## config.mk

```make
export PLATFORM = sky130hd
export DESIGN_NAME = pe
export DESIGN_NICKNAME = d
export VERILOG_FILES = /design/src/rtl/pe_pkg.sv /design/src/rtl/pe_mult.sv /design/src/rtl/pe.sv
export SDC_FILE = /design/constraint.sdc
export NUM_CORES = 1
export LEC_CHECK = 0
export ABC_AREA = 1
export ABC_CLOCK_PERIOD_IN_PS = 8200
export BUFFER_PORTS_ARGS = -buffer_cell sky130_fd_sc_hd__buf_2
export CELL_PAD_IN_SITES_DETAIL_PLACEMENT = 0
export CELL_PAD_IN_SITES_GLOBAL_PLACEMENT = 1
export CORE_ASPECT_RATIO = 1.5
export CORE_MARGIN = 2
export CORE_UTILIZATION = 45
export DETAILED_ROUTE_END_ITERATION = 10
export PLACE_DENSITY = 0.81
export RECOVER_POWER = 50
export SYNTH_ARGS = -nofsm -noshare
export SYNTH_HDL_FRONTEND = slang
export SYNTH_SLANG_ARGS = --single-unit
```

## constraint.sdc

```tcl
create_clock -name clk -period 8.2 [get_ports clk]
set_input_delay 0.41 -clock clk [delete_from_list [all_inputs] [get_ports clk]]
set_output_delay 0.41 -clock clk [all_outputs]
set_load 0.05 [all_outputs]
```

## src/rtl/pe_pkg.sv

```systemverilog
// Shared constants, types and helpers for the convolution processing element.
// Default window geometry and operand widths live here. The helper that sizes
// the accumulator also lives here, so instantiating code can compute a safe
// RESULT_W the same way the PE checks it.
package pe_pkg;

    // Default kernel edge and operand widths.
    localparam int KERNEL_DEF   = 5;
    localparam int PIC_W_DEF    = 16;
    localparam int WEIGHT_W_DEF = 16;

    // Width of the window counter.
    // Ten bits cover kernels up to 32x32 (1024 products per window).
    localparam int CNT_W = 10;

    // Type used to index products within one window.
    typedef logic [CNT_W-1:0] win_cnt_t;

    // Smallest accumulator width that can hold a full window sum exactly.
    // The sum of kernel*kernel products of pic_w x weight_w operands can grow
    // by at most clog2(kernel*kernel) bits over a single product.
    function automatic int min_result_w(input int kernel,
                                        input int pic_w,
                                        input int weight_w);
        return pic_w + weight_w + $clog2(kernel * kernel);
    endfunction

    // Default accumulator width derived from the defaults above (37 bits).
    localparam int RESULT_W_DEF = min_result_w(KERNEL_DEF, PIC_W_DEF, WEIGHT_W_DEF);

endpackage : pe_pkg

```

## src/rtl/pe_mult.sv

```systemverilog
// Combinational pixel x weight multiplier for the processing element.
// The product is extended to the full accumulator width, so the caller can
// add it directly. Define PE_SIGNED_EN to treat both operands as two's
// complement (sign extension). Leave it undefined for unsigned operands
// (zero extension).
module pe_mult
    import pe_pkg::*;
#(
    parameter int PIC_W    = PIC_W_DEF,
    parameter int WEIGHT_W = WEIGHT_W_DEF,
    parameter int RESULT_W = RESULT_W_DEF
)
(
    input  logic [PIC_W-1:0]    pic_dat,
    input  logic [WEIGHT_W-1:0] weight_dat,
    output logic [RESULT_W-1:0] prod
);

`ifdef PE_SIGNED_EN
    logic signed [RESULT_W-1:0] pic_ext;
    logic signed [RESULT_W-1:0] weight_ext;

    // Sign-extend both operands to the accumulator width before multiplying.
    // Keeping only the low RESULT_W bits is exact, because the true product
    // always fits in RESULT_W bits.
    always_comb begin
        pic_ext    = RESULT_W'($signed(pic_dat));
        weight_ext = RESULT_W'($signed(weight_dat));
        prod       = pic_ext * weight_ext;
    end
`else
    logic [RESULT_W-1:0] pic_ext;
    logic [RESULT_W-1:0] weight_ext;

    // Zero-extend both operands and form the exact unsigned product.
    always_comb begin
        pic_ext    = RESULT_W'(pic_dat);
        weight_ext = RESULT_W'(weight_dat);
        prod       = pic_ext * weight_ext;
    end
`endif

endmodule : pe_mult

```

## src/rtl/pe.sv

```systemverilog
// Processing element: multiply-accumulates one pixel/weight pair per clock
// over a KERNEL x KERNEL window. It then emits the window sum with a one-cycle
// valid pulse and restarts from zero with no gap. PE_SIGNED_EN selects signed
// operands; the default build is unsigned. In the signed build, result carries
// the two's-complement window sum.
// rst_n is a synchronous, active-high reset despite its name.
module pe
    import pe_pkg::*;
#(
    parameter int KERNEL   = KERNEL_DEF,
    parameter int PIC_W    = PIC_W_DEF,
    parameter int WEIGHT_W = WEIGHT_W_DEF,
    parameter int RESULT_W = 37
)
(
    input  logic                clk,
    input  logic                rst_n,
    input  logic [PIC_W-1:0]    picDat,
    input  logic [WEIGHT_W-1:0] weightDat,
    output logic [RESULT_W-1:0] result,
    output logic                valid
);

    localparam int       WIN_LEN  = KERNEL * KERNEL;
    localparam win_cnt_t LAST_IDX = win_cnt_t'(WIN_LEN - 1);

    // Refuse to build an accumulator that could overflow.
    // Also refuse a window the counter cannot index.
    if (RESULT_W < min_result_w(KERNEL, PIC_W, WEIGHT_W)) begin : g_result_w_check
        $error("pe: RESULT_W=%0d is below the minimum %0d",
               RESULT_W, min_result_w(KERNEL, PIC_W, WEIGHT_W));
    end
    if (WIN_LEN > (2 ** CNT_W)) begin : g_kernel_check
        $error("pe: KERNEL=%0d exceeds the window counter range", KERNEL);
    end

    logic [RESULT_W-1:0] prod;
    logic [RESULT_W-1:0] acc;
    logic [RESULT_W-1:0] acc_sum;
    win_cnt_t            cnt;

    pe_mult #(
        .PIC_W    (PIC_W),
        .WEIGHT_W (WEIGHT_W),
        .RESULT_W (RESULT_W)
    ) u_mult (
        .pic_dat    (picDat),
        .weight_dat (weightDat),
        .prod       (prod)
    );

    // Running sum including the pair sampled this cycle.
    // The width rule guarantees this addition never wraps.
    assign acc_sum = acc + prod;

    // Window sequencing, accumulation and the registered result/valid outputs.
    // On the last product of a window, the full sum goes straight to result,
    // and the accumulator is cleared so the next window starts the following
    // cycle.
    always_ff @(posedge clk) begin
        if (rst_n) begin
            acc    <= '0;
            cnt    <= '0;
            result <= '0;
            valid  <= 1'b0;
        end else if (cnt == LAST_IDX) begin
            result <= acc_sum;
            valid  <= 1'b1;
            acc    <= '0;
            cnt    <= '0;
        end else begin
            acc    <= acc_sum;
            cnt    <= cnt + 1'b1;
            valid  <= 1'b0;
        end
    end

endmodule : pe

```

==> impl_metrics.tcl, run 1 <==
set metrics [dict create \
    avgRoutedWirePerCell_um 14.3 \
    die_x_um 144 \
    postRouteAntennaNets 0 \
    syn_nets 2182 \
    drt-total-wl_um 31800 \
    min_to "valid$_SDFF_PP0_" \
    ctsHoldBuffers 0 \
    drv_cap 2 \
    end_kind "register" \
    critPathArrivalTime_ns 5.92 \
    synthArstFlopShare_pct 0 \
    worstReg2RegEnd "cnt[2]$_SDFF_PP0_" \
    dpl.hpwl_um 27400 \
    grt_usage_pct 22.5 \
    setup_slack_ns 2.47 \
    synth_top_area_share_pct 34.1 \
    grt_pass1_vias 11000 \
    antenna_found_initial 0 \
    yosysTopAreaCell "fa_1" \
    grt_pass1_wl_um 55000 \
    drt-pass1-iter-count 4 \
    maxSlewViolCount 87 \
    crit_chain "clkbuf_1 -> nand2_1 -> fa_1 -> fa_1 -> inv_1 -> fa_1 -> fa_1 -> fa_1 -> inv_1 -> fa_1 -> inv_1 -> ha_1 -> a21oi_1 -> o21ai_0 -> a21oi_1 -> nand2_1 -> xnor2_1 -> nor2_1" \
    status "finished, violations left" \
    rr_worst_depth 9 \
    period_share_pct 69.9 \
    worstHoldStart "rst_n" \
    preCtsSetupSlack_ns 2.36 \
    die_h_um 214 \
    drive_above_1_share_pct 3.79 \
    fmax_ghz 0.174 \
    clockRootBuffer "clkbuf_16" \
    setup_viol 0 \
    final.setup_skew_ns 0.00761 \
    r2r_slack_ns 3.16 \
    cts.clk_slew.worst_paths_ns 0.07 \
    insertion_delay_ns 0.36 \
    fin_util_pct 47.9 \
    critPathRequiredTime_ns 8.39 \
    rsz0062_at_grt "false" \
    io_buffers 71 \
    final_net_count 2189 \
    worstPathMaxFanout 16 \
    tightest_slew_ns 2.57 \
    hold-path-cell-count 2 \
    ys_seq_elements 85 \
    hold_ws_ns 0.234 \
    layout_commonest_cell "inv_1" \
    design.die.area_um2 30900 \
    antenna_cells 0 \
    crit_path_frequent_cell "fa_1" \
    avgSynthCellArea_um2 7.34 \
    clkSinkCount 85 \
    htree_levels 3 \
    maxSlewHeadroom_pct -71.7 \
    finalCriticalPeriod_ns 5.73 \
    core-area_um2 29300 \
    synth_edf_count 0 \
    fp-row-count 77 \
    cts_buffer_depth 2 \
    rr_startpoint "cnt[0]$_SDFF_PP0_" \
    cts_setup_buffers 0 \
    grt-ovfl-total 0 \
    vias_per_cell 4.65 \
    via_count 10300 \
    synth_area_leaders "fa_1 34%, inv_1 15%, nand2_1 14%" \
    syn_inst 1810 \
    drt-initial-drc-count 413 \
    yosysUniqueCellTypes 32 \
    critPathSlowestCell "clkbuf_1" \
    area_growth_pct 5.64 \
    hold_viol 0 \
    setup-tns-final_ns 0 \
    cts_tree "done" \
    cts_buffers 9 \
    start_util_pct 45.3 \
    cp-start-kind "input pin" \
    critPathMaxStageDelay_ns 0.69 \
    pin_count 72 \
    final_cell_mix "548 x inv_1, 495 x nand2_1, 226 x fa_1" \
    route.detailed.drc 0 \
    routabilityCongestion 0.930 \
    fillers 3074 \
    ys_warn_count 0 \
    grt_max_degree 47 \
    violations "max-capacitance violations, max-slew violations" \
    hp-class "input pin to register" \
    ys_seq_area_share_pct 12.8 \
    synth_area_um2 13300 \
    ys.flop_type "dfxtp_1" \
    cts_resized 0 \
    critPathKind "input pin to register" \
]
==> registers in the layout (all words and copies together), names as in the netlist <==
signal	count
result	37
cnt	10
acc	37
valid	1
==> layer usage <==
| metal | wire length (um) | track usage [%] |
|---|---|---|
| met3 | 886 | 2.46 |
| met5 | 0 | 0 |
| met2 | 16800 | 40.8 |
| met1 | 13400 | 28.1 |
| met4 | 709 | 6.31 |
==> critical path, delay by kind of cell <==
family	cells	cell delay, ns
AOI/OAI and AO/OA	3	0.54
xor gates and xnor gates	1	0.39
adders and majority gates	7	3.34
buffers and inverters	4	0.84
and+or+nand+nor	3	0.40
==> through the flow <==
| step | area [um2] | cells |
|---|---|---|
| after floorplan | 13300 | 1810 |
| after global placement | 13800 | 2201 |
| after detailed placement | 13800 | 2201 |
| after CTS | 14100 | 2217 |
| after global routing | 14000 | 2217 |
| final | 14000 | 2217 |
==> logic make-up (layout without fill, tap and decap cells) <==
logic type | Yosys count | in the layout | synth area share [%]
flops | 85 | 85 | 12.8
fa+ha+maj | 338 | 338 | 44.6
buf+inv | 626 | 638 | 18.1
simple gates | 664 | 664 | 20.2
xor+xnor | 16 | 16 | 1.06
compound gates | 81 | 81 | 3.20
==> synthesized netlist by cell type, types with 2 or more instances <==
cell type	instances
nor2_4	3
o21bai_1	5
xnor2_1	15
inv_2	5
nor4_1	4
clkbuf_1	64
fa_1	226
nor3b_1	2
nand3b_1	7
o21ai_0	19
nand3_2	4
dfxtp_1	85
ha_1	112
inv_1	546
nand3_1	36
nand2_1	495
o21ai_1	20
buf_6	5
nor2_1	91
buf_2	5
a21oi_1	34
nor2_2	2
nor3_2	2
nor3_1	7
nand2_2	7
nand4_1	3
==> final cells by class <==
type / instances / area, um2 / share of cell area (%)
clock buffers: 9 / 225 / 1.61
well taps: 395 / 494 / 3.52
flip-flops and latches: 85 / 1700 / 12.1
multi-input cells: 1099 / 9170 / 65.3
inverters: 551 / 2070 / 14.7
clock inverters: 7 / 67.6 / 0.482
repair buffers: 71 / 307 / 2.19
==> worst max path at each step <==
| stage | from | to | slack [ns] | depth (start not counted) |
|---|---|---|---|---|
| after global placement | picDat[12] | result[18]$_SDFFE_PP0P_ | 2.38 | 20 |
| after detailed placement | picDat[12] | acc[18]$_SDFF_PP0_ | 2.36 | 20 |
| after CTS | picDat[12] | result[18]$_SDFFE_PP0P_ | 2.70 | 20 |
| final | picDat[0] | acc[18]$_SDFF_PP0_ | 2.47 | 18 |
| after global routing | picDat[0] | acc[32]$_SDFF_PP0_ | 2.17 | 21 |
| after floorplan | weightDat[1] | result[36]$_SDFFE_PP0P_ | 2.74 | 26 |
Power of run 1 is not shown: default switching activity piles up to over one toggle a cycle in this logic, so the estimate is an artifact.
==> run 2, diff against run 1 <==
--- a/config.mk
+++ b/config.mk
@@ -5,8 +5,8 @@
 export SDC_FILE = /design/constraint.sdc
 export NUM_CORES = 1
 export LEC_CHECK = 0
-export ABC_AREA = 1
-export ABC_CLOCK_PERIOD_IN_PS = 8200
+export ABC_AREA = 0
+export ABC_CLOCK_PERIOD_IN_PS = 5300
 export BUFFER_PORTS_ARGS = -buffer_cell sky130_fd_sc_hd__buf_2
 export CELL_PAD_IN_SITES_DETAIL_PLACEMENT = 0
 export CELL_PAD_IN_SITES_GLOBAL_PLACEMENT = 1
@@ -14,7 +14,7 @@
 export CORE_MARGIN = 2
 export CORE_UTILIZATION = 45
 export DETAILED_ROUTE_END_ITERATION = 10
-export PLACE_DENSITY = 0.81
+export PLACE_DENSITY = 0.78
 export RECOVER_POWER = 50
 export SYNTH_ARGS = -nofsm -noshare
 export SYNTH_HDL_FRONTEND = slang
==> constraint.sdc (replaced) <==
create_clock -name clk -period 5.3 [get_ports clk]
set_input_delay 0.265 -clock clk [delete_from_list [all_inputs] [get_ports clk]]
set_output_delay 0.265 -clock clk [all_outputs]
set_load 0.05 [all_outputs]
==> run 2 against run 1 <==
The flow finishes with violations (negative setup slack). Area after synthesis down 3.7%. Clock skew about the same. Hold slack better by 0.10 ns. Non-clock buffer count is 193 higher. Critical endpoint is now result[23]$_SDFFE_PP0P_. Largest cell class unchanged.
==> impl_metrics.tcl, run 2 <==
set metrics [dict create \
    die_h_um 211 \
    design.die.area_um2 29800 \
    rr_worst_depth 17 \
    syn_nets 1873 \
    yosysUniqueCellTypes 61 \
    yosysTopAreaCell "fa_1" \
    hold_viol 0 \
    cts_buffers 9 \
    worstHoldStart "rst_n" \
    min_to "result[15]$_SDFFE_PP0P_" \
    cts_tree "done" \
    hp-class "input pin to register" \
    avgRoutedWirePerCell_um 15.9 \
    layout_commonest_cell "inv_1" \
    finalNonFillerCells 2068 \
    cts_buffer_depth 2 \
    synth_area_leaders "fa_1 35%, dfxtp_1 13%, ha_1 11%" \
    preCtsSetupSlack_ns -0.666 \
    clkSinkCount 85 \
    grt-ovfl-total 0 \
    fillers 2515 \
    clockRootBuffer "clkbuf_16" \
    ctsHoldBuffers 0 \
    routabilityCongestion 0.864 \
    critPathRequiredTime_ns 5.51 \
    critPathKind "input pin to register" \
    maxSlewViolCount 0 \
    final_net_count 2089 \
    area_growth_pct 27.8 \
    drive_above_1_share_pct 23.6 \
    grt_max_degree 33 \
    critPathSlowestCell "fa_1" \
    synth_common_cells "359 x inv_1, 226 x fa_1, 207 x nand2_1, 117 x and2_1, 112 x ha_1" \
    drt-pass1-iter-count 5 \
    vias_per_cell 4.98 \
    maxSlewHeadroom_pct 25.8 \
    postRouteAntennaNets 0 \
    period_share_pct 100 \
    critPathMaxStageDelay_ns 0.55 \
    insertion_delay_ns 0.36 \
    critPathArrivalTime_ns 5.53 \
    rsz0062_at_grt "true" \
    crit_path_frequent_cell "fa_1" \
    grt_usage_pct 22.9 \
    pin_count 72 \
    biggestRegsByFlops "acc (37), result (37), cnt (10)" \
    cts.clk_slew.worst_paths_ns 0.07 \
    violations "negative setup slack" \
    synth_edf_count 0 \
    drt-total-wl_um 33000 \
    grt_pass1_wl_um 54700 \
    antenna_cells 0 \
    htree_levels 3 \
    cp-start-kind "input pin" \
    fmax_ghz 0.188 \
    synth_top_area_share_pct 35.4 \
    setup_slack_ns -0.0170 \
    worstReg2RegEnd "result[23]$_SDFFE_PP0P_" \
    dpl.hpwl_um 26900 \
    hold_ws_ns 0.334 \
    rr_startpoint "acc[10]$_SDFF_PP0_" \
    finalCriticalPeriod_ns 5.32 \
    grt_pass1_vias 11100 \
    crit_chain "buf_12 -> buf_12 -> nand2_4 -> fa_1 -> inv_2 -> fa_2 -> fa_1 -> inv_1 -> fa_1 -> inv_1 -> fa_1 -> inv_1 -> fa_1 -> inv_2 -> ha_4 -> and3_4 -> nand4_1 -> a21oi_4 -> nor3_4 -> o31ai_4 -> a311oi_2 -> xor2_1 -> o21ai_1" \
    r2r_slack_ns 0.67 \
    core-area_um2 28000 \
    placed_cells 2021 \
    drv_cap 0 \
    tightest_slew_ns 1.11 \
    start_util_pct 45.7 \
    synth_area_um2 12800 \
    ys.flop_type "dfxtp_1" \
    ys_seq_elements 85 \
    final.setup_skew_ns 0.00799 \
    ys_warn_count 0 \
    setup-tns-final_ns -0.0356 \
    syn_inst 1501 \
    hold-path-cell-count 2 \
    final_cell_mix "339 x inv_1, 215 x fa_1, 188 x nand2_1" \
    route.detailed.drc 0 \
    status "finished, violations left" \
    setup_viol 3 \
    via_count 10300 \
    synth_most_common_cell "inv_1" \
    fp-row-count 75 \
    io_buffers 71 \
    avgSynthCellArea_um2 8.52 \
    synthArstFlopShare_pct 0 \
    antenna_found_initial 0 \
    worstPathMaxFanout 5 \
    drt-initial-drc-count 350 \
    ys_seq_area_share_pct 13.3 \
    end_kind "register" \
    die_x_um 142 \
]
## run 2: cell types whose count changed in the layout (fill, tap and decap cells not counted), sizes merged, moves of 9 or more
cell | previous run | this run
nand2 | 502 | 208
a21oi | 35 | 52
buf | 32 | 219
o21ai | 39 | 48
inv | 555 | 360
nand3 | 40 | 12
a21o | 0 | 18
nor2 | 96 | 77
xor2 | 1 | 17
nor2b | 0 | 10
and2 | 0 | 117
## run 2: cell type report
cell class,instances,area [um2],area share (%)
Multi-Input combinational cell,998,10300,63.3
Clock inverter,6,46.3,0.283
Sequential cell,85,1700,10.4
Inverter,359,1350,8.24
Clock buffer,10,239,1.46
Timing Repair Buffer,264,2240,13.7
Tap cell,346,433,2.65
## run 2: critical path: cells and delay by family
kind	cells	cell delay (ns)
AO/OA/AOI/OAI	4	0.78
XOR/XNOR	1	0.27
adder cells (fa/ha/maj)	7	3.27
buffers and inverters	7	0.46
AND/OR/NAND/NOR	4	0.48
## run 2: per-stage QoR
stage                     utilization [%]  instance area, um2
after floorplan                         -               13100
after global placement               52.6               14700
after CTS                            55.0               15400
after global routing                 58.5               16300
final                                58.5               16300
after detailed placement             52.6               14700
## run 2: per-layer routing
layer  GRT usage, %  wire (um)  vias to the layer above
li1               -          -                     4916
met1           28.9      14000                     5138
met2           41.3      17200                      195
met3           1.79        802                       53
met4           7.31        940                        0
met5              0          0                        -
## run 2: worst max-delay path by stage
stage                   from  slack, ns                       to
3_5_place_dp       picDat[9]      -0.67  result[23]$_SDFFE_PP0P_
4_1_cts           picDat[13]      -0.03  result[29]$_SDFFE_PP0P_
5_1_grt            picDat[7]      -0.15  result[23]$_SDFFE_PP0P_
6_report           picDat[7]      -0.02  result[23]$_SDFFE_PP0P_
2_1_floorplan  weightDat[10]      -0.04  result[36]$_SDFFE_PP0P_
3_3_place_gp    weightDat[7]      -0.67  result[22]$_SDFFE_PP0P_
## run 2: cell families (layout without fill, tap and decap cells)
kind of cell	Yosys count	in the layout	synth area share, %
AND/OR/NAND/NOR	462	462	17.2
AO/OA/AOI/OAI	159	159	8.02
flip-flops	85	85	13.3
multiplexers	2	2	0.156
adder cells (fa/ha/maj)	338	338	46.3
XOR/XNOR	37	37	2.53
buffers and inverters	418	639	12.5
## run 2: what timing repair did
| action | CTS | global route |
|---|---|---|
| resized for setup | 87 | 187 |
| gates cloned | 0 | 4 |
| setup buffers | 4 | 24 |
| endpoints found under the setup margin | 43 | 47 |
| pin swaps | 37 | 100 |
Power of run 2 is left out for the same reason.
==> run 3, diff against run 2 <==
--- a/config.mk
+++ b/config.mk
@@ -7,7 +7,7 @@
 export LEC_CHECK = 0
 export ABC_AREA = 0
 export ABC_CLOCK_PERIOD_IN_PS = 5300
-export BUFFER_PORTS_ARGS = -buffer_cell sky130_fd_sc_hd__buf_2
+export BUFFER_PORTS_ARGS = -buffer_cell sky130_fd_sc_hd__clkbuf_2
 export CELL_PAD_IN_SITES_DETAIL_PLACEMENT = 0
 export CELL_PAD_IN_SITES_GLOBAL_PLACEMENT = 1
 export CORE_ASPECT_RATIO = 1.5
==> run 3 against run 2 <==
First-iteration DRC count rose by 6.6%. Flip-flop and latch count did not move. Cell count rose by 0.24%. Highest routed layer unchanged. Die area did not move. Clock-buffer cell count fell by 1. Non-clock buffer count rose by 5. The run still ends with negative setup slack left.
==> impl_metrics.tcl, run 3 (synthesis results as in run 2) <==
set metrics [dict create \
    status "finished, violations left" \
    violations "negative setup slack" \
    design.die.area_um2 29800 \
    core-area_um2 28000 \
    fp-row-count 75 \
    worstPathMaxFanout 7 \
    insertion_delay_ns 0.36 \
    critPathRequiredTime_ns 5.60 \
    grt_pass1_wl_um 53500 \
    io_buffers 71 \
    r2r_slack_ns 0.68 \
    die_h_um 211 \
    routabilityCongestion 0.880 \
    setup_slack_ns -0.0145 \
    clkSinkCount 85 \
    start_util_pct 45.7 \
    drt-total-wl_um 32400 \
    wl_met2_um 17100 \
    final.setup_skew_ns 0.00515 \
    grt-ovfl-total 0 \
    antenna_found_initial 0 \
    rr_worst_depth 17 \
    final_net_count 2094 \
    dpl.hpwl_um 26400 \
    grt_usage_pct 22.3 \
    grt_max_degree 41 \
    layout_commonest_cell "inv_1" \
    cts_buffer_depth 2 \
    grt_pass1_vias 11200 \
    met1_length_um 13500 \
    maxSlewViolCount 0 \
    vias_per_cell 4.94 \
    hp-class "input pin to register" \
    highest_layer "met4" \
    biggestRegsByFlops "acc (37), result (37), cnt (10)" \
    antenna_cells 0 \
    htree_levels 3 \
    maxSlewHeadroom_pct 33.0 \
    clockRootBuffer "clkbuf_16" \
    cp-start-kind "input pin" \
    period_share_pct 100 \
    cts_buffers 9 \
    postRouteAntennaNets 0 \
    area_growth_pct 29.5 \
    drv_cap 0 \
    finalCriticalPeriod_ns 5.31 \
    min_to "result[15]$_SDFFE_PP0P_" \
    preCtsSetupSlack_ns -0.752 \
    final_cell_mix "331 x inv_1, 213 x fa_1, 182 x nand2_1" \
    tightest_slew_ns 0.995 \
    end_kind "register" \
    die_x_um 142 \
    route.detailed.drc 0 \
    avgRoutedWirePerCell_um 15.6 \
    cts_tree "done" \
    rsz0062_at_grt "true" \
    rr_startpoint "acc[10]$_SDFF_PP0_" \
    ctsHoldBuffers 0 \
    hold_viol 0 \
    via_count 10200 \
    critPathKind "input pin to register" \
    fillers 2528 \
    setup_viol 2 \
    fmax_ghz 0.188 \
    worstHoldStart "rst_n" \
    drive_above_1_share_pct 24.8 \
    drt-initial-drc-count 373 \
    drt-pass1-iter-count 4 \
    route.met3.wl_um 811 \
    cts.clk_slew.worst_paths_ns 0.07 \
    hold-path-cell-count 2 \
    critPathArrivalTime_ns 5.62 \
    pin_count 72 \
    worstReg2RegEnd "result[23]$_SDFFE_PP0P_" \
]
run 3: cell count changes in the layout (fill, tap and decap cells not counted), moves of 4 or more:
| cell | change |
|---|---|
| inv_1 | -8 |
| buf_2 | -4 |
| nand2_1 | -6 |
| xnor2_2 | -4 |
| inv_2 | +8 |
| nand2_2 | +5 |
run 3: worst max path at each step:
stage | cells after the start | to | slack (ns) | startpoint
after CTS | 23 | result[21]$_SDFFE_PP0P_ | -0.04 | picDat[8]
after detailed placement | 20 | result[21]$_SDFFE_PP0P_ | -0.75 | picDat[9]
after global placement | 20 | result[21]$_SDFFE_PP0P_ | -0.76 | picDat[9]
final | 22 | result[33]$_SDFFE_PP0P_ | -0.01 | weightDat[8]
after global routing | 22 | result[33]$_SDFFE_PP0P_ | -0.17 | picDat[8]
after floorplan | 21 | result[36]$_SDFFE_PP0P_ | -0.04 | weightDat[10]
run 3: final cells by class:
class	count	area (um2)	area share [%]
Multi-Input combinational cell	998	10400	62.8
Timing Repair Buffer	269	2380	14.4
Sequential cell	85	1700	10.3
Inverter	359	1350	8.13
Tap cell	346	433	2.61
Clock buffer	9	225	1.36
Clock inverter	7	80.1	0.483
run 3: critical path, cell delays in order:
cell       delay, ns
buf_12          0.11
buf_12          0.14
buf_4           0.13
nand2_1         0.08
fa_1            0.44
fa_1            0.51
inv_1           0.05
fa_1            0.57
fa_1            0.46
fa_1            0.49
inv_1           0.05
fa_1            0.48
inv_1           0.06
ha_4            0.30
nand4_1         0.13
buf_4           0.17
or3_4           0.34
o211ai_4        0.25
buf_6           0.14
a2bb2oi_4       0.07
a211o_1         0.30
nand3_1         0.06
run 3: layer usage:
layer / vias to the layer above / GRT usage (%)
met5: - / 0
li1: 4932 / -
met1: 5095 / 27.7
met2: 155 / 40.7
met4: 0 / 6.93
met3: 51 / 2.20
run 3: through the flow:
step	util (%)	area, um2	instances	TNS (ns)	hold WS [ns]
6_report	59.2	16600	2073	-0.0224	0.415
3_5_place_dp	52.7	14700	2023	-26.01	0.444
5_1_grt	59.2	16600	2073	-2.61	0.455
4_1_cts	55.6	15500	2046	-0.149	0.418
2_1_floorplan	-	13100	1501	-0.0679	0.337
3_3_place_gp	52.7	14700	2023	-26.31	0.439
run 3: repair_timing:
item / CTS / global route
setup endpoints to repair: 46 / 46
resized for setup: 79 / 240
buffers inserted: 6 / 21
pin swaps: 30 / 86
gates cloned: 1 / 6
endpoints found under the hold margin: 0 / 0
Power of run 3 is left out for the same reason.
